## config.mk

```make
export PLATFORM = sky130hd
export DESIGN_NAME = pow2_expand_seq_flat
export DESIGN_NICKNAME = d
export VERILOG_FILES = /design/src/rtl/pow2_expand_seq_pkg.sv /design/src/rtl/pow2_expand_seq_if.sv /design/src/rtl/pow2_expand_seq.sv /design/src/flat_wrapper.sv
export SDC_FILE = /design/constraint.sdc
export NUM_CORES = 1
export LEC_CHECK = 0
export CAP_MARGIN = 20
export CORE_MARGIN = 4
export CORE_UTILIZATION = 47
export DETAILED_ROUTE_END_ITERATION = 12
export PLACE_DENSITY = 0.8
export SETUP_SLACK_MARGIN = 0.05
export SYNTH_ARGS = -nofsm -noshare
export SYNTH_HDL_FRONTEND = slang
export SYNTH_SLANG_ARGS = --single-unit
```

## constraint.sdc

```tcl
create_clock -name clk -period 1.3 [get_ports clk]
set_clock_uncertainty 0.05 [all_clocks]
set_input_delay 0.13 -clock clk [delete_from_list [all_inputs] [get_ports clk]]
set_output_delay 0.13 -clock clk [all_outputs]
set_load 0.01 [all_outputs]
```

## src/rtl/pow2_expand_seq_pkg.sv

```systemverilog
// Shared types and default widths for the log-to-linear expander
// and the companion exponent-finder logic.
package pow2_pkg;

    typedef enum logic [1:0] {
        S_IDLE,
        S_SHIFT,
        S_DONE
    } pow2_state_t;

    localparam int POW2_EXP_W  = 3;
    localparam int POW2_BASE_W = 6;
    localparam int POW2_OUT_W  = 7;

endpackage

```

## src/rtl/pow2_expand_seq_if.sv

```systemverilog
// Request/result handshake bundle for pow2_expand_seq.
// master drives requests and takes results; slave is the expander.
interface pow2_expand_seq_if
    import pow2_pkg::*;
#(
    parameter int EXP_W  = POW2_EXP_W,
    parameter int BASE_W = POW2_BASE_W,
    parameter int OUT_W  = POW2_OUT_W
);

    logic              in_valid;
    logic              in_ready;
    logic [EXP_W-1:0]  in_exp;
    logic [BASE_W-1:0] in_base;
    logic              out_valid;
    logic              out_ready;
    logic [OUT_W-1:0]  out_data;
    logic              out_sat;

    modport master (
        output in_valid,
        output in_exp,
        output in_base,
        output out_ready,
        input  in_ready,
        input  out_valid,
        input  out_data,
        input  out_sat
    );

    modport slave (
        input  in_valid,
        input  in_exp,
        input  in_base,
        input  out_ready,
        output in_ready,
        output out_valid,
        output out_data,
        output out_sat
    );

endinterface

```

## src/rtl/pow2_expand_seq.sv

```systemverilog
// Iterative log-to-linear expander: base << (exp + 1), one bit per
// cycle, clamping to all-ones as soon as the top bit would shift out.
module pow2_expand_seq
    import pow2_pkg::*;
#(
    parameter int EXP_W  = POW2_EXP_W,
    parameter int BASE_W = POW2_BASE_W,
    parameter int OUT_W  = POW2_OUT_W
) (
    input  logic             clk,
    input  logic             rst,
    pow2_expand_seq_if.slave io
);

    if (OUT_W < BASE_W + 1) begin : g_width_chk
        $error("pow2_expand_seq: OUT_W must be >= BASE_W + 1");
    end

    localparam logic [EXP_W:0] CNT_ONE = (EXP_W + 1)'(1);

    pow2_state_t      state;
    logic [OUT_W-1:0] acc;
    // One extra bit so the maximum code still yields 2^EXP_W shifts.
    logic [EXP_W:0]   cnt;
    logic             sat;

    always_ff @(posedge clk) begin
        if (rst) begin
            state <= S_IDLE;
            acc   <= '0;
            cnt   <= '0;
            sat   <= 1'b0;
        end else begin
            unique case (state)
                S_IDLE: begin
                    if (io.in_valid) begin
                        acc   <= OUT_W'(io.in_base);
                        cnt   <= {1'b0, io.in_exp} + CNT_ONE;
                        sat   <= 1'b0;
                        state <= S_SHIFT;
                    end
                end
                S_SHIFT: begin
                    // A set top bit would be lost by the next shift.
                    if (acc[OUT_W-1]) begin
                        acc   <= '1;
                        sat   <= 1'b1;
                        state <= S_DONE;
                    end else begin
                        acc <= acc << 1;
                        cnt <= cnt - CNT_ONE;
                        if (cnt == CNT_ONE) begin
                            state <= S_DONE;
                        end
                    end
                end
                S_DONE: begin
                    if (io.out_ready) begin
                        state <= S_IDLE;
                    end
                end
                default: begin
                    state <= S_IDLE;
                end
            endcase
        end
    end

    assign io.in_ready  = (state == S_IDLE) && !rst;
    assign io.out_valid = (state == S_DONE);
    assign io.out_data  = io.out_valid ? acc : '0;
    assign io.out_sat   = io.out_valid && sat;

endmodule

```

## src/flat_wrapper.sv

```systemverilog
// flat-port wrapper written by rule: the top's interface ports become plain ports
module pow2_expand_seq_flat import pow2_pkg::*;
#(
    parameter int EXP_W  = POW2_EXP_W,
    parameter int BASE_W = POW2_BASE_W,
    parameter int OUT_W  = POW2_OUT_W
)
  (clk, rst, io_in_valid, io_in_exp, io_in_base, io_out_ready, io_in_ready, io_out_valid, io_out_data, io_out_sat);
  pow2_expand_seq_if #(.EXP_W(EXP_W), .BASE_W(BASE_W), .OUT_W(OUT_W)) io_i ();
  input  logic clk;
  input  logic rst;
  input wire logic [$bits(io_i.in_valid)-1:0] io_in_valid;
  input wire logic [$bits(io_i.in_exp)-1:0] io_in_exp;
  input wire logic [$bits(io_i.in_base)-1:0] io_in_base;
  input wire logic [$bits(io_i.out_ready)-1:0] io_out_ready;
  output wire logic [$bits(io_i.in_ready)-1:0] io_in_ready;
  output wire logic [$bits(io_i.out_valid)-1:0] io_out_valid;
  output wire logic [$bits(io_i.out_data)-1:0] io_out_data;
  output wire logic [$bits(io_i.out_sat)-1:0] io_out_sat;
  assign io_i.in_valid = io_in_valid;
  assign io_i.in_exp = io_in_exp;
  assign io_i.in_base = io_in_base;
  assign io_i.out_ready = io_out_ready;
  assign io_in_ready = io_i.in_ready;
  assign io_out_valid = io_i.out_valid;
  assign io_out_data = io_i.out_data;
  assign io_out_sat = io_i.out_sat;
  pow2_expand_seq #(.EXP_W(EXP_W), .BASE_W(BASE_W), .OUT_W(OUT_W)) u_core (.clk(clk), .rst(rst), .io(io_i));
endmodule
```

==> results.txt, run 1 <==
----------------------------------------------------
[Logic synthesis]
  FF+latch count, synth ... 14
  Netlist Area Pre-Place ... 893.4 um^2
  Cells after Synth ... 116
  Count of yosys warnings during synthesis ... 0
  Leading register cell type out of synthesis ... sky130_fd_sc_hd__dfxtp_1
  Number of different library cells in the post-synthesis netlist ... 29
  Number of flops mapped to enable cells by yosys ... 0
  Mean post-synth cell area ... 7.701 um^2
  Syn_nets ... 132
  Share of synthesized flip-flops with an asynchronous set or reset ... 0
  Share of the yosys chip area belonging to registers ... 0.3137

[STA]
  Worst-case hold slack ... 437.0 ps
  Final hold violation count ... 0
  Share of the clock period used by the worst path ... 1.087
  Final number of max-transition violations ... 0
  Setup Viol. Count Final ... 13
  Worst slew pin tran ... 253.4 ps
  Post-route worst setup slack ... -113.5 ps
  Max-slew headroom at the worst pin ... 0.8262
  Final Critical Period ... 1413 ps
  Unrepaired setup endpoints after global routing ... true
  Maximum clock rate ... 0.7075 GHz

[CTS]
  Clock root buffer master ... sky130_fd_sc_hd__clkbuf_4
  H-tree Lvls ... 1
  TritonCTS buffer count ... 3
  Hold-fix buffers, CTS ... 0
  Maximum clock path buffer count ... 2
  TritonCTS clock tree ... yes
  Source-to-sink clock delay at the later pin of the worst-skew pair ... 320 ps
  Num Clock Sinks ... 14
  CTS clk-pin slew, worst paths ... 110 ps

[Global route]
  Antenna violations before repair ... 0
  Total congestion overflow after global routing ... 0
  Via count of the first global-routing pass ... 1,051
  GRT Overall Usage ... 0.2556
  Pin count of the biggest net entering global routing ... 15
  Global-route wire length before repair ... 4899 um

[Drt]
  Wire length per cell after detailed routing ... 18.12 um
  DR pass1 iterations ... 4
  Post-route DRC violation count ... 0
  Detailed Route Iter0 Violations ... 38
  Final routed wirelength across all metal layers ... 3316 um
  Number of antenna-violating nets in the routed design ... 0
  Number of vias per cell ... 5.913
  Vias after detailed routing ... 1,082

[Placement]
  Buffers on Ports ... 22
  Routability-driven placement congestion ratio ... 0.8237
  Hpwl dp ... 1711 um
  Cells after DPL ... 172
  Post-placement cell area ... 1212 um^2

[Hold path]
  Type of the tightest min-delay check ... in -> reg
  Hold path depth ... 3

[Pwr]
  Power Dens Cells ... 1099 nW/um^2
  Relative contribution of the clock network to total power ... 0.217
  Switching portion of total power ... 0.3663
  Leakage power summed over all cells ... 0.6315 nW
  Final total power ... 0.001656 W
  Power share of the sequential group ... 0.335
  Switching pwr ... 0.0006064 W
  Combinational share of power ... 0.449
  Peak supply drop ... 0.9531 mV
  Int Pwr ... 0.001049 W

[Setup path]
  Kind of end point of the critical path ... flip-flop
  Nature of the critical path startpoint ... flip-flop
  Worst r2r path cells ... 5
  Worst Path Max Fanout ... 8
  Worst Path Class, Setup ... reg -> reg
  Worst endpoint required time ... 1500 ps
  Arrival @ worst endpoint ... 1610 ps

[Floorplanning]
  Standard cell core area ... 1764 um^2
  Die Span Y ... 51.60 um
  Die boundary width ... 51.60 um
  Number of top-level pins ... 23
  Effective utilization at floorplan ... 0.5064
  Die outline area ... 2662 um^2
  Number of rows in the core area ... 15

[Final layout]
  Final standard cell area without fillers ... 1506 um^2
  Most common cell after layout, fill and taps aside ... sky130_fd_sc_hd__buf_6
  Synthesis-to-layout area growth ... 68.63%
  Most used cells in the layout excluding fill and tap cells ... 18 x sky130_fd_sc_hd__buf_6, 17 x sky130_fd_sc_hd__nor2_1, 12 x sky130_fd_sc_hd__clkdlybuf4s50_1, 12 x sky130_fd_sc_hd__buf_4, 10 x sky130_fd_sc_hd__dfxtp_1
  Layout cell share with drive strength beyond 1 ... 0.5190
  Final standard cell count with taps included and fillers excluded ... 183
  Nets ... 175
  Antenna Cells ... 0

[Status]
  Status ... finished, violations left
  Failing checks ... setup timing

[Run]
  Max-cap check violation count ... 0

----------------------------------------------------
## sequential cells by signal, summed over array words and instances (netlist names)
register / cells
u_core.sat: 1
u_core.state: 2
u_core.acc: 7
u_core.cnt: 4
## cells by family after synthesis
group | count (synthesis) | share of synthesized area
xor+xnor | 1 | 0.009806
flops | 14 | 0.3137
buf+inv | 11 | 0.07982
mux | 1 | 0.01120
fa+ha+maj | 3 | 0.04202
simple gates | 60 | 0.3529
compound gates | 26 | 0.1905
## critical path: stages, from the launching register on
cell and delay (ps):
sky130_fd_sc_hd__dfxtp_2 370, sky130_fd_sc_hd__buf_4 180, sky130_fd_sc_hd__nand2b_2 210, sky130_fd_sc_hd__mux2i_1 300
sky130_fd_sc_hd__nand2_2 110, sky130_fd_sc_hd__a21oi_2 120
## power groups by stage
| stage | combinational [W] | sequential, W | clock [W] |
|---|---|---|---|
| 2_1_floorplan | 0.000332 | 0.000529 | 0 |
| 3_3_place_gp | 0.000487 | 0.000537 | 0 |
| 3_5_place_dp | 0.000502 | 0.000539 | 0 |
| 4_1_cts | 0.000612 | 0.000541 | 0.000334 |
| 5_1_grt | 0.000790 | 0.000562 | 0.000388 |
| 6_report | 0.000743 | 0.000554 | 0.000359 |
## layer usage
layer / track usage / up-vias / routed length (um)
met2: 0.4555 / 68 / 1663
met3: 0.05444 / 15 / 275
met1: 0.2820 / 526 / 1263
met5: 0 / - / 0
li1: - / 473 / -
met4: 0.1310 / 0 / 112
## cells in the mapped netlist, types with 2 or more instances
cell type / instances / area share
sky130_fd_sc_hd__buf_6: 3 / 0.038
sky130_fd_sc_hd__nor3_1: 7 / 0.039
sky130_fd_sc_hd__a211oi_1: 2 / 0.017
sky130_fd_sc_hd__nor2b_1: 3 / 0.021
sky130_fd_sc_hd__a2bb2oi_1: 2 / 0.020
sky130_fd_sc_hd__ha_1: 3 / 0.042
sky130_fd_sc_hd__nand2b_4: 3 / 0.046
sky130_fd_sc_hd__and2_1: 8 / 0.056
sky130_fd_sc_hd__a22oi_1: 3 / 0.025
sky130_fd_sc_hd__a21oi_1: 9 / 0.050
sky130_fd_sc_hd__dfxtp_1: 14 / 0.31
sky130_fd_sc_hd__buf_2: 3 / 0.017
sky130_fd_sc_hd__nand2_1: 5 / 0.021
sky130_fd_sc_hd__inv_1: 3 / 0.013
sky130_fd_sc_hd__o21ai_0: 5 / 0.028
sky130_fd_sc_hd__nand2b_1: 5 / 0.035
sky130_fd_sc_hd__nor2_1: 26 / 0.11
## path summary, 6_finish.rpt
kind,start,end,slack [ps]
max,u_core.state[1],u_core.cnt[2],-110
min,io_out_ready,u_core.state[1],440
min reg2reg,u_core.sat,u_core.sat,450
max reg2reg,u_core.state[1],u_core.cnt[2],-110
## layout make-up
type	count	area [um^2]
clock buffer	4	36.28
sequential	14	287.8
inverter	3	11.26
tap	25	31.28
fill	100	257.7
timing repair buffer	45	437.9
multi-input combinational	92	701.9
## per-stage QoR
step | TNS [ps] | setup slack [ps] | utilization
6_report | -1074 | -113.5 | 0.8539
5_1_grt | -1907 | -201.2 | 0.8539
4_1_cts | -80.95 | -14.37 | 0.7773
3_5_place_dp | -2172 | -155.6 | 0.6872
3_3_place_gp | -1689 | -122.1 | 0.6872
2_1_floorplan | 0 | 104.2 | -
## what timing repair did
item,CTS,global route
gates cloned,2,0
pin swaps,16,10
setup buffers,5,0
setup endpoints to repair,17,22
resized for setup,74,34
No activity file was read; power rests on OpenSTA's default activity.
==> inputs of run 2 (changes only) <==
Settings changed: CORE_MARGIN 4 to 1.5.
==> run 2 against run 1 <==
Against the previous run: the flow still finishes with violations (setup timing); die area shrank 18%; flip-flop and latch count unchanged; non-clock buffer count shrank 2; final cell count is 1.6% lower.
==> results.txt, run 2 (synthesis results as in run 1) <==
----------------------------------------------------
[Setup path]
  Source of the critical timing path ... u_core.state[1]
  Nature of the critical path startpoint ... flip-flop
  Worst flop-to-flop path startpoint ... u_core.cnt[0]
  Kind of end point of the critical path ... output pin
  Worst endpoint required time ... 1120 ps
  Worst Path Max Fanout ... 4
  Arrival @ worst endpoint ... 1210 ps
  Worst Path Class, Setup ... reg -> out

[STA]
  Setup Viol. Count Final ... 12
  Worst slew pin tran ... 162.3 ps
  Max-slew headroom at the worst pin ... 0.8887
  Final Critical Period ... 1395 ps
  Maximum clock rate ... 0.7170 GHz
  Post-route worst setup slack ... -94.63 ps
  Final hold violation count ... 0
  Final number of max-transition violations ... 0
  Final total negative setup slack ... -415.2 ps
  Unrepaired setup endpoints after global routing ... true
  Worst-case hold slack ... 450.5 ps
  Share of the clock period used by the worst path ... 1.073

[Final layout]
  Synthesis-to-layout area growth ... 56.44%
  Most used cells in the layout excluding fill and tap cells ... 25 x sky130_fd_sc_hd__nor2_1, 14 x sky130_fd_sc_hd__buf_6, 12 x sky130_fd_sc_hd__clkdlybuf4s50_1, 12 x sky130_fd_sc_hd__buf_4, 11 x sky130_fd_sc_hd__dfxtp_1
  Antenna Cells ... 0
  Largest register by flop count ... u_core.acc
  Layout cell share with drive strength beyond 1 ... 0.3871
  Number of inserted filler cells in the final layout ... 124
  Most common cell after layout, fill and taps aside ... sky130_fd_sc_hd__nor2_1
  Registers with the most flip-flops ... u_core.acc (7), u_core.cnt (4), u_core.state (2)
  Nets ... 173
  Largest register FFs ... 7

[CTS]
  TritonCTS clock tree ... yes
  CTS clk-pin slew, worst paths ... 80 ps
  Hold-fix buffers, CTS ... 0
  TritonCTS buffer count ... 3
  Source-to-sink clock delay at the later pin of the worst-skew pair ... 280 ps
  Maximum clock path buffer count ... 2
  H-tree Lvls ... 1
  Num Clock Sinks ... 14
  Clock root buffer master ... sky130_fd_sc_hd__clkbuf_4

[Global route]
  Via count of the first global-routing pass ... 890
  Total congestion overflow after global routing ... 0
  GRT Overall Usage ... 0.2706
  Pin count of the biggest net entering global routing ... 15
  Antenna violations before repair ... 0
  Global-route wire length before repair ... 4077 um

[Placement]
  Post-Place Worst Slack ... -184.8 ps
  Routability-driven placement congestion ratio ... 0.8087
  Buffers on Ports ... 22
  Hpwl dp ... 1643 um

[Run]
  Max-cap check violation count ... 0

[Floorplanning]
  Die boundary width ... 46.60 um
  Number of rows in the core area ... 15
  Die outline area ... 2171 um^2
  Die Span Y ... 46.60 um
  Standard cell core area ... 1764 um^2
  Effective utilization at floorplan ... 0.5064
  Number of top-level pins ... 23

[Drt]
  Number of antenna-violating nets in the routed design ... 0
  Wire length per cell after detailed routing ... 16.22 um
  Detailed Route Iter0 Violations ... 31
  DR pass1 iterations ... 4
  Post-route DRC violation count ... 0
  Final routed wirelength across all metal layers ... 2919 um
  Number of vias per cell ... 5.594
  Vias after detailed routing ... 1,007

[Pwr]
  Leakage power summed over all cells ... 0.6095 nW
  Power Dens Cells ... 1045 nW/um^2
  Peak supply drop ... 0.7444 mV

[Hold path]
  Type of the tightest min-delay check ... reg -> reg
  Hold wc startpoint ... u_core.sat

[Status]
  Status ... finished, violations left
  Failing checks ... setup timing

----------------------------------------------------
==> run 2: cell count changes in the layout (fill, tap and decap cells not counted), sizes merged <==
cell,delta
buf,-3
clkbuf,-1
dlygate4sd2,+1
==> run 2: path summary, 6_finish.rpt <==
path	end	slack, ps	depth (start not counted)
hold / removal	u_core.sat	450	2
setup / recovery	io_out_data[0]	-90	5
setup reg to reg	u_core.cnt[3]	-60	4
hold reg to reg	u_core.sat	450	2
==> run 2: what timing repair did <==
action	4_1_cts	5_1_grt
setup buffers	3	1
cloned	2	0
resized for setup	58	24
pin swaps	14	6
setup endpoints to repair	17	22
==> run 2: final cells by class <==
cell class	instances	area [um^2]	area share
repair buffers	43	396.6	0.2838
inverters	3	11.26	0.008057
multi-input cells	92	649.4	0.4646
flip-flops and latches	14	286.5	0.2050
well taps	25	31.28	0.02238
clock buffers	3	22.52	0.01611
==> run 2: stage by stage <==
step / instance area [um^2] / std cells / total power, W / utilization
final: 1398 / 180 / 0.001461 / 0.7922
after global routing: 1398 / 180 / 0.001546 / 0.7922
after CTS: 1281 / 179 / 0.001333 / 0.7262
after detailed placement: 1205 / 171 / 0.001039 / 0.6830
after global placement: 1205 / 171 / 0.001021 / 0.6830
after floorplan: 893.4 / 116 / 0.0008607 / -
==> run 2: report_power, final <==
| part | switching, W | leakage, nW | internal [W] | total, W |
|---|---|---|---|---|
| logic | 0.000324 | 0.479 | 0.000352 | 0.000676 |
| registers | 0.0000558 | 0.117 | 0.000490 | 0.000546 |
| clock network | 0.000132 | 0.0138 | 0.000107 | 0.000239 |
| total | 0.000511 | 0.609 | 0.000949 | 0.00146 |
==> run 2: per-layer routing <==
| metal | wire length [um] | track usage |
|---|---|---|
| met5 | 0 | 0 |
| met4 | 107 | 0.06286 |
| met3 | 152 | 0.08627 |
| met2 | 1438 | 0.4528 |
| met1 | 1220 | 0.3349 |
==> run 2: critical path, cell delays in order (launching register included) <==
cell                      delay, ps
sky130_fd_sc_hd__dfxtp_2        330
sky130_fd_sc_hd__nor2b_4        170
sky130_fd_sc_hd__buf_6          130
sky130_fd_sc_hd__buf_6           90
sky130_fd_sc_hd__and2_4         130
sky130_fd_sc_hd__buf_6           90
